**config.mk**
```make
export PLATFORM = sky130hd
export DESIGN_NAME = cp_mem_stage_flat
export DESIGN_NICKNAME = d
export VERILOG_FILES = /design/src/rtl/cp_pkg.sv /design/src/rtl/cp_mem_stage_if.sv /design/src/rtl/cp_ld_align.sv /design/src/rtl/cp_mem_stage.sv /design/src/flat_wrapper.sv
export SDC_FILE = /design/constraint.sdc
export NUM_CORES = 1
export LEC_CHECK = 0
export BUFFER_PORTS_ARGS = -buffer_cell sky130_fd_sc_hd__buf_2
export CAP_MARGIN = 10
export CORE_ASPECT_RATIO = 1.1
export CORE_MARGIN = 5
export CORE_UTILIZATION = 48
export CTS_BUF_LIST = sky130_fd_sc_hd__clkbuf_8
export DETAILED_ROUTE_END_ITERATION = 10
export PLACE_DENSITY = 0.8
export SETUP_SLACK_MARGIN = 0.1
export SYNTH_ARGS = -nofsm -noshare
export SYNTH_HDL_FRONTEND = slang
export SYNTH_SLANG_ARGS = --single-unit
export TNS_END_PERCENT = 20
```
**constraint.sdc**
```tcl
create_clock -name clk -period 2.38 [get_ports clk]
set_clock_uncertainty 0.15 [all_clocks]
set_input_delay 0.238 -clock clk [delete_from_list [all_inputs] [get_ports clk]]
set_output_delay 0.238 -clock clk [all_outputs]
set_load 0.1 [all_outputs]
```
**src/rtl/cp_pkg.sv**
```systemverilog
// Shared definitions for the memory stage: FSM states, func3 encodings and opcodes.
package cp_pkg;

    typedef enum logic [1:0] {
        ST_IDLE,
        ST_REQ,
        ST_WAIT,
        ST_OUT
    } state_e;

    localparam logic [2:0] F3_LB  = 3'b000;
    localparam logic [2:0] F3_LH  = 3'b001;
    localparam logic [2:0] F3_LW  = 3'b010;
    localparam logic [2:0] F3_LBU = 3'b100;
    localparam logic [2:0] F3_LHU = 3'b101;
    localparam logic [2:0] F3_SB  = 3'b000;
    localparam logic [2:0] F3_SH  = 3'b001;
    localparam logic [2:0] F3_SW  = 3'b010;

    localparam logic [6:0] OPC_LOAD  = 7'b0000011;
    localparam logic [6:0] OPC_STORE = 7'b0100011;

    function automatic logic [31:0] sext12(input logic [11:0] imm);
        return {{20{imm[11]}}, imm};
    endfunction

endpackage

```
**src/rtl/cp_mem_stage_if.sv**
```systemverilog
// Data-memory request/response bus between the memory stage and the data memory.
interface cp_mem_stage_if;

    logic        req;
    logic        gnt;
    logic [31:0] addr;
    logic        we;
    logic [3:0]  be;
    logic [31:0] wdata;
    logic        rvalid;
    logic [31:0] rdata;

    modport master (
        output req, addr, we, be, wdata,
        input  gnt, rvalid, rdata
    );

    modport slave (
        input  req, addr, we, be, wdata,
        output gnt, rvalid, rdata
    );

endinterface

```
**src/rtl/cp_ld_align.sv**
```systemverilog
// Load data alignment: picks the addressed byte/half of a read word and extends it.
module cp_ld_align
    import cp_pkg::*;
(
    input  logic [31:0] rdata_i,
    input  logic [1:0]  addr_lo_i,
    input  logic [2:0]  func3_i,
    output logic [31:0] result_o
);

    logic [7:0]  byte_sel;
    logic [15:0] half_sel;
    logic        sext;

    always_comb begin
        case (addr_lo_i)
            2'd0:    byte_sel = rdata_i[7:0];
            2'd1:    byte_sel = rdata_i[15:8];
            2'd2:    byte_sel = rdata_i[23:16];
            default: byte_sel = rdata_i[31:24];
        endcase
        half_sel = addr_lo_i[1] ? rdata_i[31:16] : rdata_i[15:0];
        sext     = ~func3_i[2];

        case (func3_i[1:0])
            F3_LB[1:0]: result_o = {{24{byte_sel[7] & sext}}, byte_sel};
            F3_LH[1:0]: result_o = {{16{half_sel[15] & sext}}, half_sel};
            default:    result_o = rdata_i;
        endcase
    end

endmodule

```
**src/rtl/cp_mem_stage.sv**
```systemverilog
// Single-entry memory stage: address generation, dmem request/response and WB handoff.
module cp_mem_stage
    import cp_pkg::*;
#(
    parameter bit MISALIGN_CHECK = 1'b1
) (
    input  logic                  clk,
    input  logic                  rst_n,

    input  logic                  valid_id_i,
    output logic                  ready_id_o,
    input  logic [31:0]           rs1_data_id_i,
    input  logic [31:0]           rs2_data_id_i,
    input  logic [4:0]            rd_addr_id_i,
    input  logic [2:0]            func3_id_i,
    input  logic [6:0]            opcode_id_i,
    input  logic [11:0]           imm_i_id_i,
    input  logic [11:0]           imm_s_id_i,
    input  logic                  rd_we_id_i,
    input  logic                  dmem_we_id_i,
    input  logic                  ld_be_id_i,
    input  logic                  st_be_id_i,

    cp_mem_stage_if.master        dmem,

    output logic                  valid_wb_o,
    input  logic                  ready_wb_i,
    output logic [4:0]            rd_addr_wb_o,
    output logic [31:0]           rd_data_wb_o,
    output logic                  rd_we_wb_o,
    output logic                  misalign_wb_o
);

    state_e      state_q, state_d;

    logic [31:0] addr_q;
    logic [2:0]  f3_q;
    logic [3:0]  be_q;
    logic [31:0] wdata_q;
    logic        we_q;
    logic        is_ld_q;
    logic [4:0]  rd_addr_q;
    logic [31:0] rd_data_q;
    logic        rd_we_q;
    logic        mis_q;

    logic        is_ld, is_st, is_mem, mis;
    logic [31:0] ea;
    logic [3:0]  be_c;
    logic [31:0] wdata_c;
    logic        capture, ld_done, req_c;
    logic [31:0] align_res;

    // Either the decoded flags or the raw opcode identify a memory access.
    assign is_ld  = ld_be_id_i | (opcode_id_i == OPC_LOAD);
    assign is_st  = ~is_ld & (st_be_id_i | (opcode_id_i == OPC_STORE));
    assign is_mem = is_ld | is_st;
    assign ea     = rs1_data_id_i + sext12(is_st ? imm_s_id_i : imm_i_id_i);

    assign mis = MISALIGN_CHECK && is_mem &&
                 (((func3_id_i[1:0] == F3_LH[1:0]) && ea[0]) ||
                  ((func3_id_i[1:0] == F3_LW[1:0]) && (ea[1:0] != 2'b00)));

    always_comb begin
        be_c    = '0;
        wdata_c = '0;
        case (func3_id_i[1:0])
            F3_SB[1:0]: begin
                be_c    = 4'b0001 << ea[1:0];
                wdata_c = {4{rs2_data_id_i[7:0]}};
            end
            F3_SH[1:0]: begin
                be_c    = ea[1] ? 4'b1100 : 4'b0011;
                wdata_c = {2{rs2_data_id_i[15:0]}};
            end
            default: begin
                be_c    = 4'b1111;
                wdata_c = rs2_data_id_i;
            end
        endcase
    end

    always_ff @(posedge clk or negedge rst_n) begin
        if (!rst_n) state_q <= ST_IDLE;
        else        state_q <= state_d;
    end

    always_comb begin
        state_d    = state_q;
        ready_id_o = 1'b0;
        req_c      = 1'b0;
        valid_wb_o = 1'b0;
        capture    = 1'b0;
        ld_done    = 1'b0;
        case (state_q)
            ST_IDLE: begin
                ready_id_o = 1'b1;
                if (valid_id_i) begin
                    capture = 1'b1;
                    state_d = (is_mem && !mis) ? ST_REQ : ST_OUT;
                end
            end
            ST_REQ: begin
                req_c = 1'b1;
                if (dmem.gnt) state_d = is_ld_q ? ST_WAIT : ST_OUT;
            end
            ST_WAIT: begin
                if (dmem.rvalid) begin
                    ld_done = 1'b1;
                    state_d = ST_OUT;
                end
            end
            ST_OUT: begin
                valid_wb_o = 1'b1;
                if (ready_wb_i) state_d = ST_IDLE;
            end
            default: state_d = ST_IDLE;
        endcase
    end

    always_ff @(posedge clk or negedge rst_n) begin
        if (!rst_n) begin
            addr_q    <= '0;
            f3_q      <= '0;
            be_q      <= '0;
            wdata_q   <= '0;
            we_q      <= 1'b0;
            is_ld_q   <= 1'b0;
            rd_addr_q <= '0;
            rd_data_q <= '0;
            rd_we_q   <= 1'b0;
            mis_q     <= 1'b0;
        end else begin
            if (capture) begin
                addr_q    <= ea;
                f3_q      <= func3_id_i;
                be_q      <= be_c;
                wdata_q   <= wdata_c;
                we_q      <= dmem_we_id_i;
                is_ld_q   <= is_ld;
                rd_addr_q <= rd_addr_id_i;
                rd_data_q <= is_mem ? '0 : ea;
                rd_we_q   <= rd_we_id_i && (rd_addr_id_i != 5'd0) && !is_st && !mis;
                mis_q     <= mis;
            end
            if (ld_done) rd_data_q <= align_res;
        end
    end

    cp_ld_align u_ld_align (
        .rdata_i   (dmem.rdata),
        .addr_lo_i (addr_q[1:0]),
        .func3_i   (f3_q),
        .result_o  (align_res)
    );

    assign dmem.req   = req_c;
    assign dmem.addr  = {addr_q[31:2], 2'b00};
    assign dmem.we    = we_q;
    assign dmem.be    = be_q;
    assign dmem.wdata = wdata_q;

    assign rd_addr_wb_o  = rd_addr_q;
    assign rd_data_wb_o  = rd_data_q;
    assign rd_we_wb_o    = rd_we_q;
    assign misalign_wb_o = mis_q;

endmodule

```
**src/flat_wrapper.sv**
```systemverilog
// flat-port wrapper written by rule: the top's interface ports become plain ports
module cp_mem_stage_flat import cp_pkg::*;
#(
    parameter bit MISALIGN_CHECK = 1'b1
)
  (clk, rst_n, valid_id_i, ready_id_o, rs1_data_id_i, rs2_data_id_i, rd_addr_id_i, func3_id_i, opcode_id_i, imm_i_id_i, imm_s_id_i, rd_we_id_i, dmem_we_id_i, ld_be_id_i, st_be_id_i, valid_wb_o, ready_wb_i, rd_addr_wb_o, rd_data_wb_o, rd_we_wb_o, misalign_wb_o, dmem_req, dmem_addr, dmem_we, dmem_be, dmem_wdata, dmem_gnt, dmem_rvalid, dmem_rdata);
  cp_mem_stage_if dmem_i ();
  input  logic clk;
  input  logic rst_n;
  input  logic valid_id_i;
  output logic ready_id_o;
  input  logic [31:0] rs1_data_id_i;
  input  logic [31:0] rs2_data_id_i;
  input  logic [4:0] rd_addr_id_i;
  input  logic [2:0] func3_id_i;
  input  logic [6:0] opcode_id_i;
  input  logic [11:0] imm_i_id_i;
  input  logic [11:0] imm_s_id_i;
  input  logic rd_we_id_i;
  input  logic dmem_we_id_i;
  input  logic ld_be_id_i;
  input  logic st_be_id_i;
  output logic valid_wb_o;
  input  logic ready_wb_i;
  output logic [4:0] rd_addr_wb_o;
  output logic [31:0] rd_data_wb_o;
  output logic rd_we_wb_o;
  output logic misalign_wb_o;
  output wire logic [$bits(dmem_i.req)-1:0] dmem_req;
  output wire logic [$bits(dmem_i.addr)-1:0] dmem_addr;
  output wire logic [$bits(dmem_i.we)-1:0] dmem_we;
  output wire logic [$bits(dmem_i.be)-1:0] dmem_be;
  output wire logic [$bits(dmem_i.wdata)-1:0] dmem_wdata;
  input wire logic [$bits(dmem_i.gnt)-1:0] dmem_gnt;
  input wire logic [$bits(dmem_i.rvalid)-1:0] dmem_rvalid;
  input wire logic [$bits(dmem_i.rdata)-1:0] dmem_rdata;
  assign dmem_req = dmem_i.req;
  assign dmem_addr = dmem_i.addr;
  assign dmem_we = dmem_i.we;
  assign dmem_be = dmem_i.be;
  assign dmem_wdata = dmem_i.wdata;
  assign dmem_i.gnt = dmem_gnt;
  assign dmem_i.rvalid = dmem_rvalid;
  assign dmem_i.rdata = dmem_rdata;
  cp_mem_stage #(.MISALIGN_CHECK(MISALIGN_CHECK)) u_core (.clk(clk), .rst_n(rst_n), .valid_id_i(valid_id_i), .ready_id_o(ready_id_o), .rs1_data_id_i(rs1_data_id_i), .rs2_data_id_i(rs2_data_id_i), .rd_addr_id_i(rd_addr_id_i), .func3_id_i(func3_id_i), .opcode_id_i(opcode_id_i), .imm_i_id_i(imm_i_id_i), .imm_s_id_i(imm_s_id_i), .rd_we_id_i(rd_we_id_i), .dmem_we_id_i(dmem_we_id_i), .ld_be_id_i(ld_be_id_i), .st_be_id_i(st_be_id_i), .dmem(dmem_i), .valid_wb_o(valid_wb_o), .ready_wb_i(ready_wb_i), .rd_addr_wb_o(rd_addr_wb_o), .rd_data_wb_o(rd_data_wb_o), .rd_we_wb_o(rd_we_wb_o), .misalign_wb_o(misalign_wb_o));
endmodule
```
# Word-level counts from Yosys, hierarchy flattened

Index checks and enable logic that the tools add are counted.

Add/subtract/negate cells: 1
Equal/unequal tests: 14
Shift-type cells: 1
Mux-type cells: 24
Bitwise logic cells: 8
Reductions and logical operators: 18

Operators by type and width:

| kind                                                | count |
|---|---|
| case mux 32 bit (2 select lines)                    | 2 |
| two-way mux 32 bit                                  | 3 |
| adder 32 bit                                        | 1 |
| case mux 8 bit (3 select lines)                     | 1 |
| two-way mux 16 bit                                  | 1 |
| two-way mux 12 bit                                  | 1 |
| two-way mux 2 bit                                   | 5 |
| equality test 2 x 1 -> 1 bit, second input constant | 4 |
| equality test 2 bit, second input constant          | 4 |
| logical NOT 2 bit                                   | 4 |
| two-way mux 1 bit                                   | 8 |
| inequality test 2 bit, second input constant        | 4 |
| case mux 2 bit (4 select lines)                     | 1 |
| case mux 4 bit (2 select lines)                     | 1 |
| equality test 7 x 2 -> 1 bit, second input constant | 1 |
| equality test 7 x 6 -> 1 bit, second input constant | 1 |
| logical AND 1 bit                                   | 7 |
| nonzero test 5 bit                                  | 1 |
| two-way mux 4 bit                                   | 1 |
| AND reduction 4 bit                                 | 1 |
| nonzero test 2 bit                                  | 2 |
| left shift 1 x 2 -> 4 bit, first input constant     | 1 |
| AND 1 bit                                           | 3 |
| bitwise OR 1 bit                                    | 3 |
| 3 further kinds                                     | 5 |

Register bits: 114
Output and inout bits: 111
Logic and storage cells: 77

# Logic depth before layout (Yosys ltp)

Gate-level depths: netlist (run 1).

Depth in word-level cells: 15
Gate-level depth with buffers: 14
Depth with buffers taken out: 13

# Modules after synthesis

From an unflattened synthesis (run 1), not the netlist that was laid out.

Cell total of the unflattened synthesis: 923
Area, all modules: 7863.8 sq um

By module, submodules not included:

| module       | instances | cells each | area an instance (sq um) |
|---|---|---|---|
| cp_mem_stage | 1         | 808        | 7018.0 |
| cp_ld_align  | 1         | 115        | 845.8 |

# Worst setup path before layout (run 1)

OpenSTA, ideal clock, no wires.

Kind: in2reg
Start point: in opcode_id_i[3]
End point: reg u_core.rd_data_q[16] (netlist: u_core.rd_data_wb_o[16])
Arrival time: 3.822 ns
Data required time: 2.104 ns
Setup slack: -1.718 ns
Stages on the path: 13
Cell sequence: nor4bb_1 -> nand3_1 -> a21oi_1 -> clkbuf_1 -> mux2_2 -> ha_1 -> fa_1 -> a21o_2 -> a221o_1 -> a31oi_1 -> o21ai_1 -> xor2_1 -> a221o_1

Cells in the longest elaborated chain, start to end: 9
Elaborated cells between the ends (all ways): 12
Those cells by class: 1 x add/sub; 2 x eq/ne; 4 x mux; 5 x bitwise

RTL lines:

| element                      | RTL line            | RTL |
|---|---|---|
| from (decl)                  | flat_wrapper.sv:16  | `input logic [6:0] opcode_id_i;` |
| equality test 7 x 2 -> 1 bit | cp_mem_stage.sv:55  | `assign is_ld = ld_be_id_i \| (opcode_id_i == OPC_LOAD);` |
| bitwise OR 1 bit             | cp_mem_stage.sv:55  |  |
| NOT 1 bit                    | cp_mem_stage.sv:56  | `assign is_st = ~is_ld & (st_be_id_i \| (opcode_id_i == OPC_STORE));` |
| AND 1 bit                    | cp_mem_stage.sv:56  |  |
| two-way mux 12 bit           | cp_mem_stage.sv:58  | `assign ea = rs1_data_id_i + sext12(is_st ? imm_s_id_i : imm_i_id_i);` |
| adder 32 bit                 | cp_mem_stage.sv:58  |  |
| two-way mux 32 bit *         | cp_mem_stage.sv:142 | `rd_data_q <= is_mem ? '0 : ea;` |
| two-way mux 32 bit *         | cp_mem_stage.sv:134 | `if (capture) begin` |
| two-way mux 32 bit *         | cp_mem_stage.sv:146 | `if (ld_done) rd_data_q <= align_res;` |
| to (signal assigned)         | cp_mem_stage.sv:142 |  |
| to (signal assigned)         | cp_mem_stage.sv:146 |  |
| to (decl)                    | cp_mem_stage.sv:43  | `logic [31:0] rd_data_q;` |

Mark *: on every way between the ends. The rest lies on a longest branch, timed or not. The select of a mux whose other input is x is not followed.
A chain may end at the register's enable or synchronous reset.

# Worst setup path after layout (run 1)

Start point: in opcode_id_i[2]
End point: reg u_core.rd_data_q[30] (netlist: u_core.rd_data_wb_o[30])

Same word-level chain as after synthesis.

==> results of run 1 <==
==> path summary, 6_finish.rpt <==
| path | start | end | cells past startpoint |
|---|---|---|---|
| max | opcode_id_i[2] | u_core.rd_data_wb_o[30] | 15 |
| min | rs2_data_id_i[26] | u_core.dmem.wdata[26] | 3 |
| max reg2reg | u_core.addr_q[1] | u_core.rd_data_wb_o[24] | 7 |
| min reg2reg | u_core.rd_addr_wb_o[0] | u_core.rd_addr_wb_o[0] | 2 |
| max in group asynchronous | rst_n | u_core.rd_data_wb_o[11] | 3 |
| min in group asynchronous | rst_n | u_core.dmem.wdata[30] | 2 |
==> cell usage after synthesis (all sizes together) (9+ instances only) <==
cell    count
xnor2      14
ha         36
nand2     174
xor2       17
buf        38
a31oi      10
and3        9
mux2       20
a211oi     13
a221oi     13
a221o       9
o21ai      98
mux2i      26
nor2       62
a21oi      87
inv        22
clkbuf     43
dfrtp     114
a21o       10
==> state kept, by name, indices dropped and copies added (netlist names) <==
| signal | flops |
|---|---|
| u_core.is_ld_q | 1 |
| u_core.dmem.be | 4 |
| u_core.misalign_wb_o | 1 |
| u_core.state_q | 2 |
| u_core.dmem.wdata | 32 |
| u_core.f3_q | 3 |
| u_core.rd_addr_wb_o | 5 |
| u_core.dmem.we | 1 |
| u_core.addr_q | 32 |
| u_core.rd_we_wb_o | 1 |
| u_core.rd_data_wb_o | 32 |
==> where the power goes <==
group | switching (W) | internal [W] | total [W]
Clock | 0.000817 | 0.00124 | 0.00206
Combinational | 0.00910 | 0.00244 | 0.0115
Sequential | 0.000594 | 0.00282 | 0.00342
Total | 0.0105 | 0.00650 | 0.0170
==> cell type report <==
class,instances,area (µm²),share of cell area [%]
multi-input combinational,690,4920,42.61
timing repair buffer,453,2989,25.89
clock inverter,10,155.1,1.344
inverter,22,82.58,0.7152
clock buffer,21,289.0,2.503
tap,200,250.2,2.167
sequential,114,2853,24.71
antenna,3,7.507,0.06502
==> cell usage in the layout, fill, tap and decap left out, types with 10 or more instances in the layout <==
master,count
inv_1,23
dfrtp_1,114
a211oi_1,12
xor2_1,12
ha_4,20
o21ai_1,18
nand2_1,172
a221oi_1,10
nor2_1,57
ha_1,15
dlygate4sd3_1,47
buf_2,250
clkbuf_8,21
o21ai_0,72
buf_4,143
mux2i_1,26
mux2_2,15
a21oi_2,17
a21oi_1,70
==> timing repair <==
item                                    in CTS  in global routing
gates cloned                                 1                  0
endpoints found under the hold margin       81                  0
buffers inserted                             7                  4
pin swaps                                   47                 30
hold buffers                                47                  0
resized for setup                           89                 40
endpoints found under the setup margin      69                 69
==> cells by family after synthesis <==
family / Yosys count
flops: 114
buf+inv: 103
xor+xnor: 31
compound gates: 281
fa+ha+maj: 37
mux: 47
simple gates: 291
other cells: 1
==> per-stage QoR <==
stage | util (%) | cells | setup WS (ns)
after floorplan | - | 906 | -1.260
after global placement | 62.96 | 1420 | -1.496
after detailed placement | 62.96 | 1420 | -1.742
after CTS | 72.53 | 1506 | -1.038
after global routing | 73.91 | 1511 | -1.157
final | 73.94 | 1513 | -1.064
==> worst register-to-register path: cells and delay by family, from the launching register on <==
family	cells	cell delay [ns]
AO/OA/AOI/OAI	3	0.50
buffers and inverters	2	0.46
flip-flops	1	0.42
multiplexers	1	0.38
AND/OR/NAND/NOR	1	0.10
==> layer usage <==
layer,track usage (%),vias to the layer above
met5,0,-
met4,15.59,0
met3,7.003,139
met2,56.23,553
met1,38.22,4161
li1,-,3960
==> PnR_summary.wiki, run 1 <==
{| class="wikitable"
! Metric !! Value
|-
| CP Data Arrival Time || between 3 and 4 ns
|-
| Final weighted congestion in routability-driven placement || 0.9624
|-
| Dominant combinational cell family by area after synthesis || compound AO/OA/AOI/OAI gates
|-
| DP Wirelength || 21.48 mm
|-
| Worst min path class || in2reg
|-
| Post-synth top area cell || dfrtp_1
|-
| Worst slew pin tran || 0.5439 ns
|-
| Warnings, synthesis || 0
|-
| Post-synthesis mux area share || between 6 and 7%
|-
| Highest routing layer actually used || met4
|-
| Required @ worst endpoint || 2.54 ns
|-
| Accumulated negative setup slack || -46.95 ns
|-
| Final Setup Violations || 64
|-
| Mean instance size in the synthesized netlist || 8.356 µm²
|-
| Worst path max stage delay || 0.44 ns
|-
| Type of origin of the critical path || input pin
|-
| Detailed-routing iteration count for the pre-antenna-repair pass || 5
|-
| Buffers & Inverters on Critical Path || 2
|-
| Slowest-stage cell, CP || a221o_2
|-
| Least setup slack across all paths after layout || -1.064 ns
|-
| Clock-pin slew reported for the worst setup and hold paths after clock tree synthesis || around 0.070 ns
|-
| Number of unique standard cell types used by synthesis || 65
|-
| Primary flip-flop cell chosen by synthesis mapping || dfrtp_1
|-
| Number of violations reported at the end of detailed-routing iteration 0 || 938
|-
| Dominant cells by area after synthesis || dfrtp_1 38%, nand2_1 8.6%, o21ai_0 6.4%
|-
| Average via count per standard cell || 5.825
|-
| Met1 routed wirelength after detailed routing || between 10 and 15 mm
|-
| XOR/XNOR share of the synthesized area || 3.590%
|-
| Adder-Cell Fraction of Synth Area || 6.221%
|-
| Type of the worst setup path || in2reg
|-
| Worst hold-check slack || about 0.013 ns
|-
| Core area || 15620 µm²
|-
| Cell Rows || 48
|-
| Flop and latch count out of synthesis || about 110
|-
| Starting Density || 48.43%
|-
| Wire length after detailed routing || about 32 mm
|-
| Count of vias placed by the detailed router || 8813
|-
| Synth Cell Area || 7562 µm²
|-
| Clock sink total || 114
|-
| Met3 wire length || 3.059 mm
|-
| Outcome || complete, but fails checks
|-
| DRC violations left || 0
|-
| Cell family contributing the most delay on the critical path || compound AO/OA/AOI/OAI gates
|-
| Crit Path Max Fanout || 7
|-
| Worst IR Drop VDD || roughly 0.00074 V
|-
| Sequence of cells on the critical path || buf_8 -> nor4bb_4 -> nand3_1 -> a21oi_2 -> buf_6 -> mux2_4 -> ha_4 -> fa_2 -> a21o_2 -> a221o_2 -> nand4_4 -> a31oi_4 -> a311oi_2 -> xnor2_1 -> a221o_1
|-
| Fillers || 1072
|-
| Final cycle utilization of the critical path || 144.7%
|-
| Worst-case clock buffer depth || 2
|-
| Overflow after GRT || 0
|-
| Violated checks || negative setup slack
|-
| Routed Antenna Nets || 0
|-
| Clock latency on the worst-skew pair || 0.44 ns
|-
| Master cell of the clock root buffer || clkbuf_8
|-
| Post-synth top area share || ~38%
|-
| Final hold violation count || 0
|-
| Number of nets in the final layout || 1480
|-
| Count of buffers inserted at the top-level ports || 253
|-
| Power consumption || 0.01701 W
|-
| RSZ-0062 raised after global routing || true
|-
| Final critical-path required period || 3.444 ns
|-
| Fraction of the mapped netlist area in simple logic gates || 16.38%
|-
| Die area || 18370 µm²
|-
| Total Routing Usage GR || 32.57%
|-
| Pin count of the biggest net entering global routing || 72
|-
| Number of max-capacitance violations reported || 0
|-
| Pwr dens || 1473 nW/µm²
|-
| H-tree level count || 4
|-
| Share of cells above drive strength 1 || 42.52%
|-
| Die height || 141.6 µm
|-
| Finished Cell Area || 11550 µm²
|-
| Share of the yosys chip area belonging to registers || 37.72%
|-
| Global-route wire length before repair || 46.60 mm
|-
| Number of synthesized flops with an enable pin || 0
|-
| Final number of max-transition violations || 0
|-
| Vias in the first global route || 8723
|-
| CTS tree || built
|-
| CTS buffer count || 17
|-
| Worst relative slew slack || 63.66%
|-
| Leakage power of the design || 5.716 nW
|-
| Synth-to-layout area growth || 52.68%
|-
| Compound-Gate Fraction of Synth Area || 22.57%
|-
| Cells after synthesis || 905
|-
| Placed instance area || 9832 µm²
|-
| Die span in x || 129.7 µm
|-
| Met2 Routed Length || 15.54 mm
|-
| FFs w/ async S/R, synth || 100.0%
|-
| Fmax || 290.4 MHz
|-
| Sort of element at the end of the critical path || register
|-
| Per-cell routed wire length || 20.90 µm
|-
| Antenna violations before repair || 2
|-
| I/O Pins || ~260
|-
| Worst reg-to-reg setup slack || 0.25 ns
|}
Power figures use the tool's default switching activity.
==> inputs of run 2 (changes only) <==
- SETUP_SLACK_MARGIN: 0.1 -> 0.5
==> PnR_summary.wiki, run 2 (synthesis gave the netlist of run 1 again) <==
{| class="wikitable"
! Metric !! Value
|-
| Outcome || complete, but fails checks
|-
| Violated checks || negative hold slack, negative setup slack
|-
| Vias in the first global route || 8894 (+2.0%)
|-
| Fraction of power consumed by combinational cells || 68.3% (+0.5 points)
|-
| Worst hold-check slack || -0.005873 ns (-0.01897 ns)
|-
| Crit Path Max Fanout || 7 (unchanged)
|-
| Switching share of power || 61.56% (-0.23 points)
|-
| Type of origin of the critical path || input pin
|-
| Type of the worst setup path || in2reg
|-
| Count of buffers inserted at the top-level ports || 253 (unchanged)
|-
| Final cycle utilization of the critical path || 142.9% (-1.8 points)
|-
| Pwr dens || 1463 nW/µm² (-0.74%)
|-
| Leakage power of the design || 5.788 nW (+1.3%)
|-
| CP Data Arrival Time || 3.58 ns (-0.03 ns)
|-
| Accumulated negative setup slack || -43.48 ns (+3.463 ns)
|-
| CTS tree || built
|-
| Clock network power share || 11.9% (-0.2 points)
|-
| Least setup slack across all paths after layout || -1.021 ns (+0.04245 ns)
|-
| Worst slew pin tran || 0.6119 ns (+0.06794 ns)
|-
| H-tree level count || 4 (unchanged)
|-
| Die span in x || 129.7 µm (unchanged)
|-
| Worst-case clock buffer depth || 2 (unchanged)
|-
| Share of total power in sequential cells || 19.8% (-0.3 points)
|-
| Pint || 0.006685 W (+2.8%)
|-
| Number of nets in the final layout || 1486 (+0.41%)
|-
| Antenna violations before repair || 4 (+2)
|-
| Clock sink total || 114 (unchanged)
|-
| Final number of max-transition violations || 0 (unchanged)
|-
| Final hold violation count || 1 (+1)
|-
| Wire length after detailed routing || 32.56 mm (+2.9%)
|-
| Final critical-path required period || 3.401 ns (-0.04245 ns)
|-
| Master cell of the clock root buffer || clkbuf_8
|-
| Detailed-routing iteration count for the pre-antenna-repair pass || 6 (+1)
|-
| Die height || 141.6 µm (unchanged)
|-
| RSZ-0062 raised after global routing || true
|-
| Routed Antenna Nets || 0 (unchanged)
|-
| Clock latency on the worst-skew pair || 0.44 ns (about the same)
|-
| Pin count of the biggest net entering global routing || 72 (unchanged)
|-
| Average via count per standard cell || 5.961 (+2.3%)
|-
| Post-layout util || 76.15% (+2.2 points)
|-
| Synth-to-layout area growth || 57.25%
|-
| Worst relative slew slack || 59.12% (-4.5 points)
|-
| Number of violations reported at the end of detailed-routing iteration 0 || 957 (+2.0%)
|-
| Per-cell routed wire length || 21.43 µm (+2.5%)
|-
| Cell Rows || 48 (unchanged)
|-
| Most common cell after layout, fill and taps aside || buf_2
|-
| Most used cells in the layout excluding fill and tap cells || 247 x buf_2, 169 x nand2_1, 143 x buf_4
|-
| Worst IR Drop VDD || 0.0008055 V (+9.3%)
|-
| Number of max-capacitance violations reported || 0 (unchanged)
|-
| Worst min path class || in2reg
|-
| Die area || 18370 µm² (unchanged)
|-
| Clock-pin slew reported for the worst setup and hold paths after clock tree synthesis || 0.07 ns (about the same)
|-
| Share of cells above drive strength 1 || 45.06% (+2.5 points)
|-
| Overflow after GRT || 0 (unchanged)
|-
| Global-route wire length before repair || 46.34 mm (-0.55%)
|-
| Sort of element at the end of the critical path || register
|-
| Required @ worst endpoint || 2.55 ns (about the same)
|-
| DRC violations left || 0 (unchanged)
|-
| Fmax || 294.0 MHz (+1.2%)
|-
| I/O Pins || 256 (unchanged)
|-
| Total Routing Usage GR || 32.50% (-0.071 points)
|-
| Core area || 15620 µm² (unchanged)
|-
| Net switching component of the power || 0.01071 W (+1.8%)
|-
| Place WS || -1.742 ns (unchanged)
|-
| Starting Density || 48.43% (unchanged)
|-
| DP Wirelength || 21.48 mm (unchanged)
|-
| Final weighted congestion in routability-driven placement || 0.9624 (unchanged)
|-
| Final Setup Violations || 64 (unchanged)
|-
| CTS buffer count || 17 (unchanged)
|-
| Count of vias placed by the detailed router || 9054 (+2.7%)
|}
-- run 2: cell type report --
| class | instances | area, µm² |
|---|---|---|
| Multi-Input combinational cell | 690 | 5154 |
| Fill cell | 998 | 3724 |
| Timing Repair Buffer | 459 | 3100 |
| Sequential cell | 114 | 2853 |
| Clock buffer | 21 | 289.0 |
| Tap cell | 200 | 250.2 |
| Clock inverter | 10 | 155.1 |
| Inverter | 22 | 82.58 |
| Antenna cell | 3 | 7.507 |
-- run 2: timing repair --
action,in CTS,in global routing
gates resized for setup,120,79
hold buffers,47,0
gates cloned,1,0
pin swaps,49,46
endpoints found under the setup margin,89,115
hold endpoints to repair,81,0
buffers inserted,11,6
-- run 2: path summary, 6_finish.rpt --
path                            slack [ns]               from                 endpoint  cells after the start
worst max-delay path                 -1.02     opcode_id_i[2]  u_core.rd_data_wb_o[30]                     15
worst min-delay path                -0.006  rs2_data_id_i[26]    u_core.dmem.wdata[26]                      3
worst max register to register        0.21  u_core.state_q[1]  u_core.rd_data_wb_o[12]                      7
worst min register to register        0.31   u_core.addr_q[8]         u_core.addr_q[8]                      2
max in group asynchronous             1.31              rst_n  u_core.rd_data_wb_o[11]                      3
min in group asynchronous             0.16              rst_n    u_core.dmem.wdata[30]                      2
-- run 2: power by group through the flow --
stage	registers, W	logic (W)	clock network, W
4_1_cts	0.00337	0.0114	0.00207
5_1_grt	0.00351	0.0123	0.00217
3_5_place_dp	0.00338	0.0109	0
3_3_place_gp	0.00336	0.0108	0
2_1_floorplan	0.00730	0.00493	0
6_report	0.00344	0.0119	0.00207
-- run 2: worst max-delay path: stages --
cell and delay, ns:
buf_8 0.10, nor4bb_4 0.30, nand3_1 0.14, a21oi_2 0.19
buf_6 0.16, mux2_4 0.32, ha_4 0.17, fa_2 0.33
a21o_2 0.21, a221o_2 0.44, nand4_4 0.13, a31oi_4 0.12
a311oi_2 0.30, xnor2_1 0.13, a221o_1 0.30
-- run 2: per-layer routing --
metal / GRT usage [%] / wire [µm]
met5: 0 / 27
met4: 15.26 / 1893
met3: 8.471 / 3089
met2: 56.88 / 16110
met1: 36.62 / 11430
-- run 2: metrics by stage --
stage               total power [W]  instance area [µm²]  instances
finish                      0.01739                11890       1519
floorplan                   0.01223                 7627        906
CTS                         0.01680                11510       1510
global placement            0.01415                 9832       1420
detailed placement          0.01430                 9832       1420
global route                0.01799                11890       1518
